**src/rtl/proc_feeder_if.sv**
```systemverilog
// Processor-side DIN/Run/Done handshake between the program feeder and the core.
interface proc_feeder_if #(
  parameter int WIDTH = 9
);
  logic [WIDTH-1:0] DIN;
  logic             Run;
  logic             Done;

  modport master (output DIN, output Run, input Done);
  modport slave  (input DIN, input Run, output Done);
endinterface

```
**src/rtl/proc_feeder.sv**
```systemverilog
// Program-store feeder: issues stored words to the processor with a Run pulse and waits for Done.
// Optional Done watchdog (Error port, TIMEOUT parameter) enabled by defining FEEDER_WATCHDOG_EN.
module proc_feeder #(
  parameter int WIDTH  = 9,
  parameter int ADDR_W = 5,
  parameter int DEPTH  = 2**ADDR_W
`ifdef FEEDER_WATCHDOG_EN
  , parameter int TIMEOUT = 64
`endif
) (
  input  logic              Clock,
  input  logic              Reset,
  input  logic              ProgWe,
  input  logic [ADDR_W-1:0] ProgAddr,
  input  logic [WIDTH-1:0]  ProgData,
  input  logic              Start,
  proc_feeder_if.master     cpu,
  output logic [ADDR_W-1:0] PC,
  output logic              Busy,
  output logic              Halted,
  output logic [15:0]       InstrCount
`ifdef FEEDER_WATCHDOG_EN
  , output logic            Error
`endif
);

  typedef enum logic [1:0] {S_IDLE, S_ISSUE, S_WAIT, S_HALT} state_t;

  localparam logic [2:0] OP_MVI  = 3'b001;
  localparam logic [2:0] OP_HALT = 3'b111;

  state_t              state, state_n;
  logic [ADDR_W-1:0]   pc_n;
  logic [15:0]         cnt_n;
  logic                run;
  logic [WIDTH-1:0]    mem [DEPTH];
  logic [WIDTH-1:0]    word;
  logic [2:0]          op;

`ifdef FEEDER_WATCHDOG_EN
  localparam int WD_W = (TIMEOUT > 1) ? $clog2(TIMEOUT) : 1;
  logic [WD_W-1:0] wd_cnt, wd_n;
  logic            err_n;
`endif

  // Store is not reset; writes are only accepted while the feeder is not sequencing.
  always_ff @(posedge Clock) begin
    if (ProgWe && (state == S_IDLE || state == S_HALT))
      mem[ProgAddr] <= ProgData;
  end

  assign word   = mem[PC];
  assign op     = word[WIDTH-1 -: 3];
  assign Busy   = (state == S_ISSUE) || (state == S_WAIT);
  assign Halted = (state == S_HALT);
  assign cpu.DIN = Busy ? word : '0;
  assign cpu.Run = run;

  always_ff @(posedge Clock or posedge Reset) begin
    if (Reset) begin
      state      <= S_IDLE;
      PC         <= '0;
      InstrCount <= '0;
`ifdef FEEDER_WATCHDOG_EN
      wd_cnt     <= '0;
      Error      <= 1'b0;
`endif
    end else begin
      state      <= state_n;
      PC         <= pc_n;
      InstrCount <= cnt_n;
`ifdef FEEDER_WATCHDOG_EN
      wd_cnt     <= wd_n;
      Error      <= err_n;
`endif
    end
  end

  always_comb begin
    state_n = state;
    pc_n    = PC;
    cnt_n   = InstrCount;
    run     = 1'b0;
`ifdef FEEDER_WATCHDOG_EN
    wd_n    = wd_cnt;
    err_n   = Error;
`endif
    case (state)
      S_IDLE, S_HALT: begin
        if (Start) begin
          state_n = S_ISSUE;
          pc_n    = '0;
          cnt_n   = '0;
`ifdef FEEDER_WATCHDOG_EN
          err_n   = 1'b0;
`endif
        end
      end
      S_ISSUE: begin
        if (op == OP_HALT) begin
          state_n = S_HALT;
        end else begin
          run     = 1'b1;
          state_n = S_WAIT;
`ifdef FEEDER_WATCHDOG_EN
          wd_n    = '0;
`endif
          // mvi: step onto the immediate so it is on DIN throughout WAIT
          if (op == OP_MVI)
            pc_n = PC + 1'b1;
        end
      end
      S_WAIT: begin
        if (cpu.Done) begin
          pc_n    = PC + 1'b1;
          state_n = S_ISSUE;
          if (InstrCount != '1)
            cnt_n = InstrCount + 16'd1;
        end
`ifdef FEEDER_WATCHDOG_EN
        else if (wd_cnt == WD_W'(TIMEOUT - 1)) begin
          err_n   = 1'b1;
          state_n = S_HALT;
        end else begin
          wd_n = wd_cnt + 1'b1;
        end
`endif
      end
      default: state_n = S_IDLE;
    endcase
  end

endmodule

```
**src/flat_wrapper.sv**
```systemverilog
// flat-port wrapper written by rule: the top's interface ports become plain ports
module proc_feeder_flat 
#(
  parameter int WIDTH  = 9,
  parameter int ADDR_W = 5,
  parameter int DEPTH  = 2**ADDR_W

)
  (Clock, Reset, ProgWe, ProgAddr, ProgData, Start, PC, Busy, Halted, InstrCount, cpu_DIN, cpu_Run, cpu_Done);
  proc_feeder_if #(.WIDTH(WIDTH)) cpu_i ();
  input  logic Clock;
  input  logic Reset;
  input  logic ProgWe;
  input  logic [ADDR_W-1:0] ProgAddr;
  input  logic [WIDTH-1:0] ProgData;
  input  logic Start;
  output logic [ADDR_W-1:0] PC;
  output logic Busy;
  output logic Halted;
  output logic [15:0] InstrCount;
  output wire logic [$bits(cpu_i.DIN)-1:0] cpu_DIN;
  output wire logic [$bits(cpu_i.Run)-1:0] cpu_Run;
  input wire logic [$bits(cpu_i.Done)-1:0] cpu_Done;
  assign cpu_DIN = cpu_i.DIN;
  assign cpu_Run = cpu_i.Run;
  assign cpu_i.Done = cpu_Done;
  proc_feeder #(.WIDTH(WIDTH), .ADDR_W(ADDR_W), .DEPTH(DEPTH)) u_core (.Clock(Clock), .Reset(Reset), .ProgWe(ProgWe), .ProgAddr(ProgAddr), .ProgData(ProgData), .Start(Start), .cpu(cpu_i), .PC(PC), .Busy(Busy), .Halted(Halted), .InstrCount(InstrCount));
endmodule
```
**config.mk**
```make
export PLATFORM = sky130hd
export DESIGN_NAME = proc_feeder_flat
export DESIGN_NICKNAME = d
export VERILOG_FILES = /design/src/rtl/proc_feeder_if.sv /design/src/rtl/proc_feeder.sv /design/src/flat_wrapper.sv
export SDC_FILE = /design/constraint.sdc
export NUM_CORES = 1
export LEC_CHECK = 0
export ABC_CLOCK_PERIOD_IN_PS = 4500
export BUFFER_PORTS_ARGS = -buffer_cell sky130_fd_sc_hd__clkbuf_2
export CORE_ASPECT_RATIO = 0.5
export CORE_MARGIN = 2
export CORE_UTILIZATION = 45
export CTS_CLUSTER_DIAMETER = 200
export DETAILED_ROUTE_END_ITERATION = 8
export PLACE_DENSITY_LB_ADDON = 0.1
export SLEW_MARGIN = 20
export SYNTH_ARGS = -nofsm -noshare
export SYNTH_HDL_FRONTEND = slang
export SYNTH_SLANG_ARGS = --single-unit
```
**constraint.sdc**
```tcl
create_clock -name Clock -period 4.5 [get_ports Clock]
set_input_delay 0.45 -clock Clock [delete_from_list [all_inputs] [get_ports Clock]]
set_output_delay 0.45 -clock Clock [all_outputs]
set_load 0.02 [all_outputs]
```
== Word level (Yosys, flattened, before mapping) ==
Memory sizes are Yosys's and may differ from the RTL's.
Cells that the tools add are included.

* Register bits: 23
* RAM bits: 288
* Input port bits: 19
* Output and inout bits: 33
* Logic and storage cells: 44
* Memories: 1

* $add $sub $neg: 2
* Equality and inequality tests: 11
* Muxes and demuxes: 18
* Reductions and logical operators: 9

{| class="wikitable"
|+ Memory list
! name !! depth !! bits a word !! read ports !! clocked after memory_dff !! wr ports !! line !! RTL
|-
| u_core.mem || 32 || 9 || 1 || 0 || 1 || proc_feeder.sv:36 || <nowiki>logic [WIDTH-1:0] mem [DEPTH];</nowiki>
|}

{| class="wikitable"
|+ Operators with widths
! kind !! number
|-
| $mux 16 || 3
|-
| $pmux 16 s2 || 1
|-
| $mux 5 || 4
|-
| $add 16x1->16 const B || 1
|-
| $ne 16x16->1 const B || 1
|-
| $pmux 5 s3 || 1
|-
| $ne 2x2->1 const B || 5
|-
| $mux 9 || 1
|-
| $reduce_and 4->1 || 2
|-
| $pmux 2 s3 || 1
|-
| $add 5x1->5 const B || 1
|-
| $mux 1 || 5
|-
| $eq 2x2->1 const B || 2
|-
| $mux 2 || 2
|-
| $eq 3x1->1 const B || 1
|-
| $eq 3x3->1 const B || 1
|-
| $eq 2x1->1 const B || 1
|-
| $logic_not 2->1 || 1
|-
| $logic_or 1x1->1 || 2
|-
| $reduce_and 2->1 || 1
|-
| $reduce_bool 2->1 || 1
|-
| $reduce_or 2->1 || 1
|-
| $logic_and 1x1->1 || 1
|}

== Depth between registers and ports, before layout ==
Gate-level depths: netlist of run 1.

* Depth after elaboration: 5
* Depth in mapped cells: 10
* Mapped depth without buffers: 8

== Least setup slack after synthesis of run 1 ==
No wires, ideal clock.

* Kind: register to output
* Start: register u_core.PC[0]
* End: output cpu_DIN[0]
* Arrival: 2453 ps
* Required time: 4050 ps
* Setup slack: 1597 ps
* Stages on the path, launching flop included: 8
* Buffers on the path: 3
* Path through: dfrtp_1 > buf_6 > clkbuf_1 > buf_2 > mux4_2 > mux4_2 > nand2_1 > a21oi_1

* Word-level cells in the longest chain between the ends: 2

{| class="wikitable"
|+ RTL lines
! element !! line !! RTL
|-
| start: declaration || proc_feeder.sv:18 || <nowiki>output logic [ADDR_W-1:0] PC,</nowiki>
|-
| start signal: assignment || proc_feeder.sv:70 || <nowiki>PC <= pc_n;</nowiki>
|-
| $mem_v2 32x9 || -- ||
|-
| $mux 9 || proc_feeder.sv:56 || <nowiki>assign cpu.DIN = Busy ? word : '0;</nowiki>
|-
| end: declaration || flat_wrapper.sv:21 || <nowiki>output wire logic [$bits(cpu_i.DIN)-1:0] cpu_DIN;</nowiki>
|}

No other way between the ends.

== Worst setup path after layout of run 1 ==
* Start: register u_core.PC[1]
* End: output cpu_Run

* Word-level cells in the longest chain between the ends: 4

{| class="wikitable"
|+ RTL lines
! element !! line !! RTL
|-
| $mem_v2 32x9 || -- ||
|-
| $eq 3x3->1 || proc_feeder.sv:100 || <nowiki>if (op == OP_HALT) begin</nowiki>
|-
| $mux 1 || proc_feeder.sv:100 ||
|-
| $mux 1 || proc_feeder.sv:88 || <nowiki>case (state)</nowiki>
|-
| end: declaration || flat_wrapper.sv:22 || <nowiki>output wire logic [$bits(cpu_i.Run)-1:0] cpu_Run;</nowiki>
|}

No other way between the ends.

==> run metrics, run 1 <==
run status finished with violations; violations in the final reports hold timing; cell at the slowest stage of the critical path a2111oi_0; Achievable Freq 250 MHz; total wire length after detailed routing 27,000 µm; placer's final routability congestion estimate 0.816; crit path cell chain mux4_2, mux2_2, a2111oi_0, or2_2, o31a_1, clkbuf_2; hold violation total from the final report 23; top cells by area in the synthesized netlist edfxtp_1 69%, mux4_2 13%, dfrtp_1 4.6%; Post-synth EDFFs 288; switching power 2.29 mW; I/O pins 52; routed vias/inst 5.67; maximum level of the CTS H-tree 1; height of the chip 122 µm; Final Skew 0.0135 ns; global-route wire length before repair 40,800 µm; most used flip-flop cell after synthesis edfxtp_1; post-synthesis share of cell area spent on full adders, half adders and majority gates 0.498%; wire length per cell 24.1 µm; mean cell area of the mapped netlist 19.1 µm²; setup repair after global routing missed its margin false; pin slew with the least headroom to its limit 1.03 ns; time the final worst path needs with I/O delays and setup 4.01 ns; dpl hpwl 17,200 µm; syn nets 681; DRC violation total after the first TritonRoute iteration 576; accumulated negative setup slack 0 ns; starting density of the core 45.6%; sort of element at the end of the critical path output port; number of clock sinks 311; placement row count 43; GRT overflow 0; share of flip-flops with an asynchronous set or reset after synthesis 7.40%; kind of critical path reg2out; area share of the leading cell type in the synthesized netlist 68.9%; CTS Root Cell clkbuf_16; cell-internal power 5.27 mW; share of post-route cells with drive strength above 1 24.9%; count of port buffers added during placement 51; Filler Cell Count 2,281; highest net fanout along the worst path 29; slowest stage delay, CP 0.76 ns; Post-Layout Inst Area 14,000 µm²; multiplexer fraction of the synthesized cell area 15.6%; number of setup buffers added after CTS 0; relative slew slack 31.0%; register bit count reported by yosys 311; portion of the post-synthesis area used by sequential elements 73.5%; pin count of the biggest net entering global routing 53; TritonCTS clock tree built; Tcrit/Tclk final 89.0%; Die X-Extent 240 µm; P&R area growth vs syn 11.9%; WP data required 4.05 ns; CTS Buf Count 28; Yosys warning total 0; share of power burned in the clock network 28.8%; cells resized by post-CTS repair 0; net switching share of the total power 30.3%; max-slew violations 0; Leak 4.53 nW; element type at the critical path start register; clock slew seen by the registers of the worst setup and hold paths 0.06 ns; post-synthesis cell count 657; Final ANT Viol Nets 0; hold slack final -0.0254 ns; First-pass DRT Iterations 5; cell area after placement 13,200 µm²; number of global-route vias before repair 6,448; post-synthesis simple-gate area fraction 5.07%; parity-gate share of the synthesized area counting xor and xnor cells 0.349%; data arrival time of the worst path 3.56 ns; Nets 742; core region area 27,500 µm²; Ant. Diodes 0; P per Cell Area 539 nW/µm²; min-delay worst type in2async; insertion delay to the later sink of the worst-skew pair 0.56 ns; Comb power frac 26.4%; number of antenna violations at the first check in global routing 0; count of unresolved DRC violations after routing 0; dominant combinational cell family by area after synthesis multiplexers; total routing resource utilization after global routing 19.3%; cts hold-fix bufs 0; Setup-failing EPs final 0; post-synthesis compound-gate area fraction 3.55%; Total Die Area 29,300 µm²; distinct cell type count after synthesis 52; Max Root-Sink Buffers 3; leading area contributor after synthesis edfxtp_1; number of vias in the routed layout 6,349; share of total power in sequential cells 44.8%; count of maximum capacitance violations 0; area of the mapped netlist 12,600 µm²; Max IR drop VDD 283 µV
## Yosys cell counts (2+ instances only)
| library cell | instances |
|---|---|
| mux2_4 | 2 |
| mux2_2 | 2 |
| o21a_1 | 2 |
| mux4_2 | 75 |
| o21ai_0 | 12 |
| or3b_2 | 2 |
| inv_1 | 7 |
| a211o_1 | 2 |
| a21o_1 | 2 |
| a21oi_1 | 10 |
| o41ai_1 | 4 |
| or3_1 | 2 |
| o31a_1 | 3 |
| ha_1 | 5 |
| nor2_1 | 54 |
| nand2b_1 | 3 |
| dfrtp_1 | 23 |
| mux2i_1 | 19 |
| buf_2 | 9 |
| xor2_1 | 4 |
| buf_6 | 3 |
| nand4_1 | 8 |
| a221oi_1 | 2 |
| buf_1 | 5 |
| o31ai_1 | 3 |
| nand3_1 | 10 |
| o22a_1 | 2 |
| or2_2 | 2 |
| nand3b_1 | 4 |
| clkbuf_1 | 12 |
| a22oi_1 | 2 |
| o221ai_1 | 3 |
| nor2b_1 | 4 |
| and3_1 | 9 |
| nand2_1 | 38 |
| and2_0 | 2 |
| edfxtp_1 | 288 |
| a22o_1 | 4 |
## power by group through the flow
| stage | Sequential (mW) | Clock (mW) | Combinational [mW] |
|---|---|---|---|
| 3_3_place_gp | 3.46 | 0 | 2.03 |
| 5_1_grt | 3.41 | 2.36 | 2.15 |
| 3_5_place_dp | 3.46 | 0 | 2.03 |
| 2_1_floorplan | 3.34 | 0 | 1.49 |
| 6_report | 3.39 | 2.18 | 2.00 |
| 4_1_cts | 3.40 | 2.24 | 2.03 |
## per-layer routing
layer / GRT usage, % / share of wire (%) / vias to the layer above
met5: 0 / 0 / -
met4: 4.54 / 1.5 / 0
met3: 3.58 / 4.2 / 35
met2: 31.4 / 49 / 135
met1: 27.2 / 45 / 3382
li1: - / - / 2797
## layout make-up
cell class                 count  area (µm²)  area share [%]
sequential                   311        9230            65.7
inverter                       8        30.0           0.214
multi-input combinational    308        3150            22.4
clock buffer                  39         752            5.35
tap                          382         478            3.40
clock inverter                11        63.8           0.454
timing repair buffer          61         343            2.44
## sequential cells by signal, indices dropped and copies added, names as in the netlist
register / flops
u_core.mem: 288
u_core.InstrCount: 16
u_core.state: 2
u_core.PC: 5
## cells in the final DEF (no fill, tap or decap), types with 3 or more instances in the layout
master and instances:
edfxtp_1 288, nand2b_1 3, buf_4 9, nand3b_1 4
ha_1 5, a22o_1 4, nand3_1 10, clkbuf_16 28
nor2b_1 4, o31a_1 3, clkbuf_1 10, mux2i_1 19
nand4_1 8, clkinv_2 5, o41ai_1 4, o221ai_1 3
a21oi_1 10, xor2_1 4, clkinv_1 6, inv_1 6
dfrtp_1 21, and3_1 9, mux4_2 75, o31ai_1 3
nor2_1 54, o21ai_0 12, nand2_1 38, clkbuf_2 51
## stage by stage
| step | power (mW) | std cells | utilization (%) | setup slack, ns |
|---|---|---|---|---|
| after global placement | 5.48 | 1070 | 48.0 | 1.17 |
| after global routing | 7.92 | 1120 | 51.0 | 0.304 |
| after floorplan | 4.83 | 657 | - | 1.60 |
| final | 7.57 | 1120 | 51.0 | 0.493 |
| after CTS | 7.67 | 1120 | 51.0 | 0.531 |
| after detailed placement | 5.49 | 1070 | 48.0 | 1.13 |
## critical path, delay by kind of cell (launching register included)
kind                   cells  cell delay [ns]
muxes                      2             0.85
and+or+nand+nor            1             0.25
DFF                        1             0.74
buffers and inverters      1             0.19
AOI/OAI and AO/OA          2             0.95
## cell families after synthesis
group,count (synthesis)
adder cells (fa/ha/maj),5
AO/OA/AOI/OAI,60
AND/OR/NAND/NOR,139
multiplexers,99
buffers and inverters,38
flip-flops,311
XOR/XNOR,5
## path summary, 6_finish.rpt
kind	start	end	slack (ns)	depth (start not counted)
worst min register to register	u_core.InstrCount[12]	u_core.InstrCount[12]	0.52	1
min in group Clock	Start	u_core.state[0]	0.48	4
worst min-delay path	Reset	u_core.InstrCount[9]	-0.03	2
max in group asynchronous	Reset	u_core.PC[0]	4.01	2
worst max-delay path	u_core.PC[1]	cpu_Run	0.49	6
worst max register to register	u_core.PC[2]	u_core.PC[1]	1.25	8
Power figures use the tool's default switching activity.
==> run 2, diff against run 1 <==
--- a/config.mk
+++ b/config.mk
@@ -13,6 +13,7 @@
 export CTS_CLUSTER_DIAMETER = 200
 export DETAILED_ROUTE_END_ITERATION = 8
 export PLACE_DENSITY_LB_ADDON = 0.1
+export RECOVER_POWER = 25
 export SLEW_MARGIN = 20
 export SYNTH_ARGS = -nofsm -noshare
 export SYNTH_HDL_FRONTEND = slang
==> run metrics, run 2 (same netlist as run 1, synthesis figures left out) <==
accumulated negative setup slack 0 ns (unchanged); violations in the final reports hold timing, capacitance limit, slew limit (was hold timing); CTS Root Cell clkbuf_16 (unchanged); height of the chip 122 µm (unchanged); Achievable Freq 250 MHz (about the same); most common library cell in the layout ignoring fill and taps edfxtp_1 (unchanged); Placed Cells incl. Taps 1,070 (unchanged); wire length per cell 24.1 µm (about the same); end-of-flow core utilization 51.0% (about the same); GRT overflow 0 (unchanged); crit path cell chain mux4_2, mux2_2, a2111oi_0, or2_2, o31a_1, clkbuf_2 (unchanged); count of maximum capacitance violations 2 (was 0); non-filler cells in the finished layout 1,120 (unchanged); cell area after placement 13,200 µm² (unchanged); number of clock sinks 311 (unchanged); dpl hpwl 17,200 µm (unchanged); number of antenna violations at the first check in global routing 0 (unchanged); TritonCTS clock tree built (unchanged); P&R area growth vs syn 11.8% (was 11.9%); number of setup buffers added after CTS 0 (unchanged); Tcrit/Tclk final 89.0% (about the same); cell at the slowest stage of the critical path a2111oi_0 (unchanged); Max Root-Sink Buffers 3 (unchanged); global-route wire length before repair 40,800 µm (unchanged); element type at the critical path start register (unchanged); total wire length after detailed routing 27,000 µm (about the same); max-slew violations 64 (was 0); total routing resource utilization after global routing 19.3% (unchanged); slack of the worst reg-to-reg path 1.25 ns (about the same); number of flip-flops under the largest register name 288 (unchanged); Filler Cell Count 2,283 (was 2,281); cts hold-fix bufs 0 (unchanged); time the final worst path needs with I/O delays and setup 4.00 ns (was 4.01 ns); kind of critical path reg2out (unchanged); I/O pins 52 (unchanged); maximum level of the CTS H-tree 1 (unchanged); reg-to-reg startpoint u_core.PC[2] (unchanged); cells resized by post-CTS repair 0 (unchanged); routed vias/inst 5.66 (was 5.67); Max IR drop VDD 284 µV (was 283 µV); worst reg2reg path depth 8 (unchanged); pin count of the biggest net entering global routing 53 (unchanged); CTS Buf Count 28 (unchanged); number of vias in the routed layout 6,338 (was 6,349); Final Skew 0.0141 ns (was 0.0135 ns); kind of cell adding the most delay to the critical path compound AO/OA/AOI/OAI gates (unchanged); sort of element at the end of the critical path output port (unchanged); pin slew with the least headroom to its limit 1.50 ns (was 1.03 ns); relative slew slack -0.322% (was 31.0%); min-delay worst type in2async (unchanged); largest registers ranked by flip-flop count u_core.mem x288, u_core.InstrCount x16, u_core.PC x5 (unchanged); Post-Layout Inst Area 14,000 µm² (about the same); hold violation total from the final report 23 (unchanged); setup repair after global routing missed its margin false (unchanged); count of port buffers added during placement 51 (unchanged); core region area 27,500 µm² (unchanged); slowest stage delay, CP 0.75 ns (was 0.76 ns); end of the worst register-to-register path u_core.PC[1] (unchanged); share of post-route cells with drive strength above 1 24.1% (was 24.9%); Total Die Area 29,300 µm² (unchanged); final critical-path setup slack 0.496 ns (was 0.493 ns); Nets 742 (unchanged); PnR Total Power 7.57 mW (about the same); Setup-failing EPs final 0 (unchanged); data arrival time of the worst path 3.55 ns (was 3.56 ns); placer's final routability congestion estimate 0.816 (unchanged); Ant. Diodes 0 (unchanged); count of buffer and inverter cells on the critical path 1 (unchanged); Final ANT Viol Nets 0 (unchanged); number of global-route vias before repair 6,448 (unchanged); DRC violation total after the first TritonRoute iteration 584 (was 576); storage element area 9230 µm² (unchanged); First-pass DRT Iterations 7 (was 5); WP data required 4.05 ns (about the same); highest net fanout along the worst path 29 (unchanged); placement row count 43 (unchanged); hold slack final -0.0250 ns (was -0.0254 ns); total area of multi-input combinational cells 3150 µm² (unchanged); run status finished with violations (unchanged); Reg with most FFs u_core.mem (unchanged); count of unresolved DRC violations after routing 0 (unchanged); Die X-Extent 240 µm (unchanged); clock slew seen by the registers of the worst setup and hold paths 0.06 ns (about the same); P per Cell Area 539 nW/µm² (about the same); leading cell types in the layout, fill and taps excluded 288 x edfxtp_1, 75 x mux4_2, 54 x nor2_1 (unchanged); pre-CTS setup slack 1.13 ns (unchanged); Leak 4.52 nW (was 4.53 nW); starting density of the core 45.6% (unchanged); insertion delay to the later sink of the worst-skew pair 0.56 ns (about the same)
run 2: final cells by class:
class,instances,area share (%)
multi-input cells,308,22.4
well taps,382,3.40
repair buffers,61,2.39
clock buffers,39,5.36
clock inverters,11,0.455
inverters,8,0.214
flip-flops and latches,311,65.8
run 2: power breakdown:
| part | internal (mW) | switching [mW] | total [mW] | leakage (nW) |
|---|---|---|---|---|
| combinational | 0.875 | 1.12 | 2.00 | 1.22 |
| sequential | 3.23 | 0.158 | 3.39 | 2.90 |
| clock | 1.17 | 1.02 | 2.18 | 0.397 |
| total | 5.27 | 2.30 | 7.57 | 4.52 |
run 2: worst max-delay path by stage:
stage / start / to / slack (ns) / depth (start not counted)
2_1_floorplan: u_core.PC[0] / cpu_DIN[0] / 1.60 / 7
3_3_place_gp: u_core.PC[1] / cpu_Run / 1.17 / 6
3_5_place_dp: u_core.PC[1] / cpu_Run / 1.13 / 6
4_1_cts: u_core.PC[1] / cpu_Run / 0.53 / 6
5_1_grt: u_core.PC[1] / cpu_Run / 0.30 / 6
6_report: u_core.PC[1] / cpu_Run / 0.50 / 6
run 2: per-layer routing:
layer  vias to the layer above  wire length (µm)  GRT usage [%]
li1                       2797                 -              -
met1                      3376             12300           27.2
met2                       130             13300           31.4
met3                        35              1080           3.58
met4                         0               414           4.54
met5                         -                 0              0
==> run 3, diff against run 2 <==
--- a/config.mk
+++ b/config.mk
@@ -5,7 +5,7 @@
 export SDC_FILE = /design/constraint.sdc
 export NUM_CORES = 1
 export LEC_CHECK = 0
-export ABC_CLOCK_PERIOD_IN_PS = 4500
+export ABC_CLOCK_PERIOD_IN_PS = 3800
 export BUFFER_PORTS_ARGS = -buffer_cell sky130_fd_sc_hd__clkbuf_2
 export CORE_ASPECT_RATIO = 0.5
 export CORE_MARGIN = 2
==> constraint.sdc (replaced) <==
create_clock -name Clock -period 3.8 [get_ports Clock]
set_input_delay 0.38 -clock Clock [delete_from_list [all_inputs] [get_ports Clock]]
set_output_delay 0.38 -clock Clock [all_outputs]
set_load 0.02 [all_outputs]
==> run metrics, run 3 (same netlist as run 1, synthesis figures left out) <==
start point of the critical path u_core.PC[1] (unchanged); placer's final routability congestion estimate 0.844 (was 0.816); height of the chip 122 µm (unchanged); wire length per cell 24.2 µm (was 24.1 µm); Leak 4.76 nW (was 4.52 nW); Nets 777 (was 742); PnR Total Power 9.32 mW (was 7.57 mW); largest registers ranked by flip-flop count u_core.mem x288, u_core.InstrCount x16, u_core.PC x5 (unchanged); Final Skew 0.0140 ns (was 0.0141 ns); min-delay worst type in2reg (was in2async); kind of critical path reg2out (unchanged); run status finished with violations (unchanged); reg-to-reg startpoint u_core.PC[1] (was u_core.PC[2]); hold violation total from the final report 0 (was 23); placement row count 43 (unchanged); GRT overflow 0 (unchanged); Reg with most FFs u_core.mem (unchanged); Total Die Area 29,300 µm² (unchanged); routed vias/inst 5.59 (was 5.66); data arrival time of the worst path 3.18 ns (was 3.55 ns); number of flip-flops under the largest register name 288 (unchanged); final critical-path setup slack 0.241 ns (was 0.496 ns); end of the worst register-to-register path u_core.PC[1] (unchanged); Die X-Extent 240 µm (unchanged); dpl hpwl 17,600 µm (was 17,200 µm); Post-Layout Inst Area 14,400 µm² (was 14,000 µm²); Max Root-Sink Buffers 3 (unchanged); number of clock sinks 311 (unchanged); count of buffer and inverter cells on the critical path 2 (was 1); leading cell types in the layout, fill and taps excluded 288 x edfxtp_1, 75 x mux4_2, 54 x nor2_1 (unchanged); hold slack final 0.339 ns (was -0.0250 ns); sort of element at the end of the critical path output port (unchanged); number of global-route vias before repair 6,553 (was 6,448); cell area after placement 13,500 µm² (was 13,200 µm²); maximum level of the CTS H-tree 1 (unchanged); slack of the worst reg-to-reg path 0.74 ns (was 1.25 ns); violations in the final reports capacitance limit, slew limit (was hold timing, capacitance limit, slew limit); CTS Root Cell clkbuf_16 (unchanged); WP data required 3.42 ns (was 4.05 ns); Tcrit/Tclk final 93.7%; storage element area 9230 µm² (unchanged); share of post-route cells with drive strength above 1 28.0% (was 24.1%); clock slew seen by the registers of the worst setup and hold paths 0.07 ns (was 0.06 ns); total area of multi-input combinational cells 3150 µm² (about the same); pin slew with the least headroom to its limit 1.58 ns (was 1.50 ns); I/O pins 52 (unchanged); pre-CTS setup slack 0.658 ns (was 1.13 ns); max-slew violations 67 (was 64); Max IR drop VDD 406 µV (was 284 µV); logic depth of the worst setup path including buffers 7 (was 6); accumulated negative setup slack 0 ns (unchanged); count of unresolved DRC violations after routing 0 (unchanged); relative slew slack -5.14% (was -0.322%); total routing resource utilization after global routing 19.6% (was 19.3%); CTS Buf Count 28 (unchanged); number of antenna violations at the first check in global routing 0 (unchanged); DRC violation total after the first TritonRoute iteration 637 (was 584); total wire length after detailed routing 28,000 µm (was 27,000 µm); insertion delay to the later sink of the worst-skew pair 0.55 ns (was 0.56 ns); count of port buffers added during placement 51 (unchanged); last element of the critical path cpu_Run (unchanged); P&R area growth vs syn 15.0% (was 11.8%); P per Cell Area 645 nW/µm² (was 539 nW/µm²); highest net fanout along the worst path 69 (was 29); First-pass DRT Iterations 5 (was 7); Filler Cell Count 2,250 (was 2,283); pin count of the biggest net entering global routing 70 (was 53); element type at the critical path start register (unchanged); cell at the slowest stage of the critical path dfrtp_4 (was a2111oi_0); slowest stage delay, CP 0.57 ns (was 0.75 ns); starting density of the core 45.6% (unchanged); kind of cell adding the most delay to the critical path compound AO/OA/AOI/OAI gates (unchanged); core region area 27,500 µm² (unchanged); Achievable Freq 281 MHz; Setup-failing EPs final 0 (unchanged); global-route wire length before repair 41,200 µm (was 40,800 µm); most common library cell in the layout ignoring fill and taps edfxtp_1 (unchanged); number of vias in the routed layout 6,468 (was 6,338); Final ANT Viol Nets 0 (unchanged); crit path cell chain buf_12, mux4_2, and2_1, a2111oi_1, or2_2, o31a_1, clkbuf_2 (was mux4_2, mux2_2, a2111oi_0, or2_2, o31a_1, clkbuf_2); worst reg2reg path depth 7 (was 8); TritonCTS clock tree built (unchanged); time the final worst path needs with I/O delays and setup 3.56 ns; count of maximum capacitance violations 2 (unchanged); setup repair after global routing missed its margin false (unchanged)
-- run 3: cell type report --
class,instances,area share [%]
inverter,8,0.208
antenna,1,0.0173
tap,382,3.31
timing repair buffer,96,4.42
clock buffer,34,5.16
sequential,311,63.9
multi-input combinational,308,21.8
clock inverter,17,1.14
-- run 3: how the worst min path moves through the flow --
stage,from,end,slack [ns],depth (start not counted)
global placement,u_core.InstrCount[1],u_core.InstrCount[1],0.50,2
finish,Start,u_core.state[0],0.34,5
global route,Start,u_core.state[0],0.37,5
CTS,Reset,u_core.InstrCount[9],0.08,2
detailed placement,u_core.InstrCount[12],u_core.InstrCount[12],0.52,1
floorplan,Reset,u_core.InstrCount[0],0.38,1
-- run 3: worst reg2reg max path, cell delays in order (launching register included) --
cell and delay, ns:
dfrtp_4 0.57, buf_12 0.37, mux4_2 0.69, nand2b_1 0.17, nand3_1 0.13, a32oi_1 0.25, o31a_4 0.44, mux2_4 0.31
-- run 3: power by group --
group / leakage, nW / internal, mW / switching [mW]
clock network: 0.443 / 1.60 / 1.22
registers: 2.90 / 3.83 / 0.139
logic: 1.42 / 1.10 / 1.44
-- run 3: routing by layer --
layer / global-route usage, % / vias to the layer above / routed length (µm)
met5: 0 / - / 0
met4: 4.66 / 0 / 559
met3: 3.06 / 40 / 1400
met2: 32.1 / 179 / 13500
met1: 28.0 / 3381 / 12600
li1: - / 2868 / -
-- run 3: timing repair --
item,in CTS,in global routing
endpoints found under the setup margin,0,1
buffers inserted,0,1
endpoints found under the hold margin,0,23
hold buffers,0,1
resized for setup,0,1
-- run 3: metrics by stage --
step | instances | util, %
2_1_floorplan | 657 | -
4_1_cts | 1154 | 52.3
6_report | 1157 | 52.4
3_5_place_dp | 1103 | 49.0
5_1_grt | 1156 | 52.4
3_3_place_gp | 1103 | 49.0
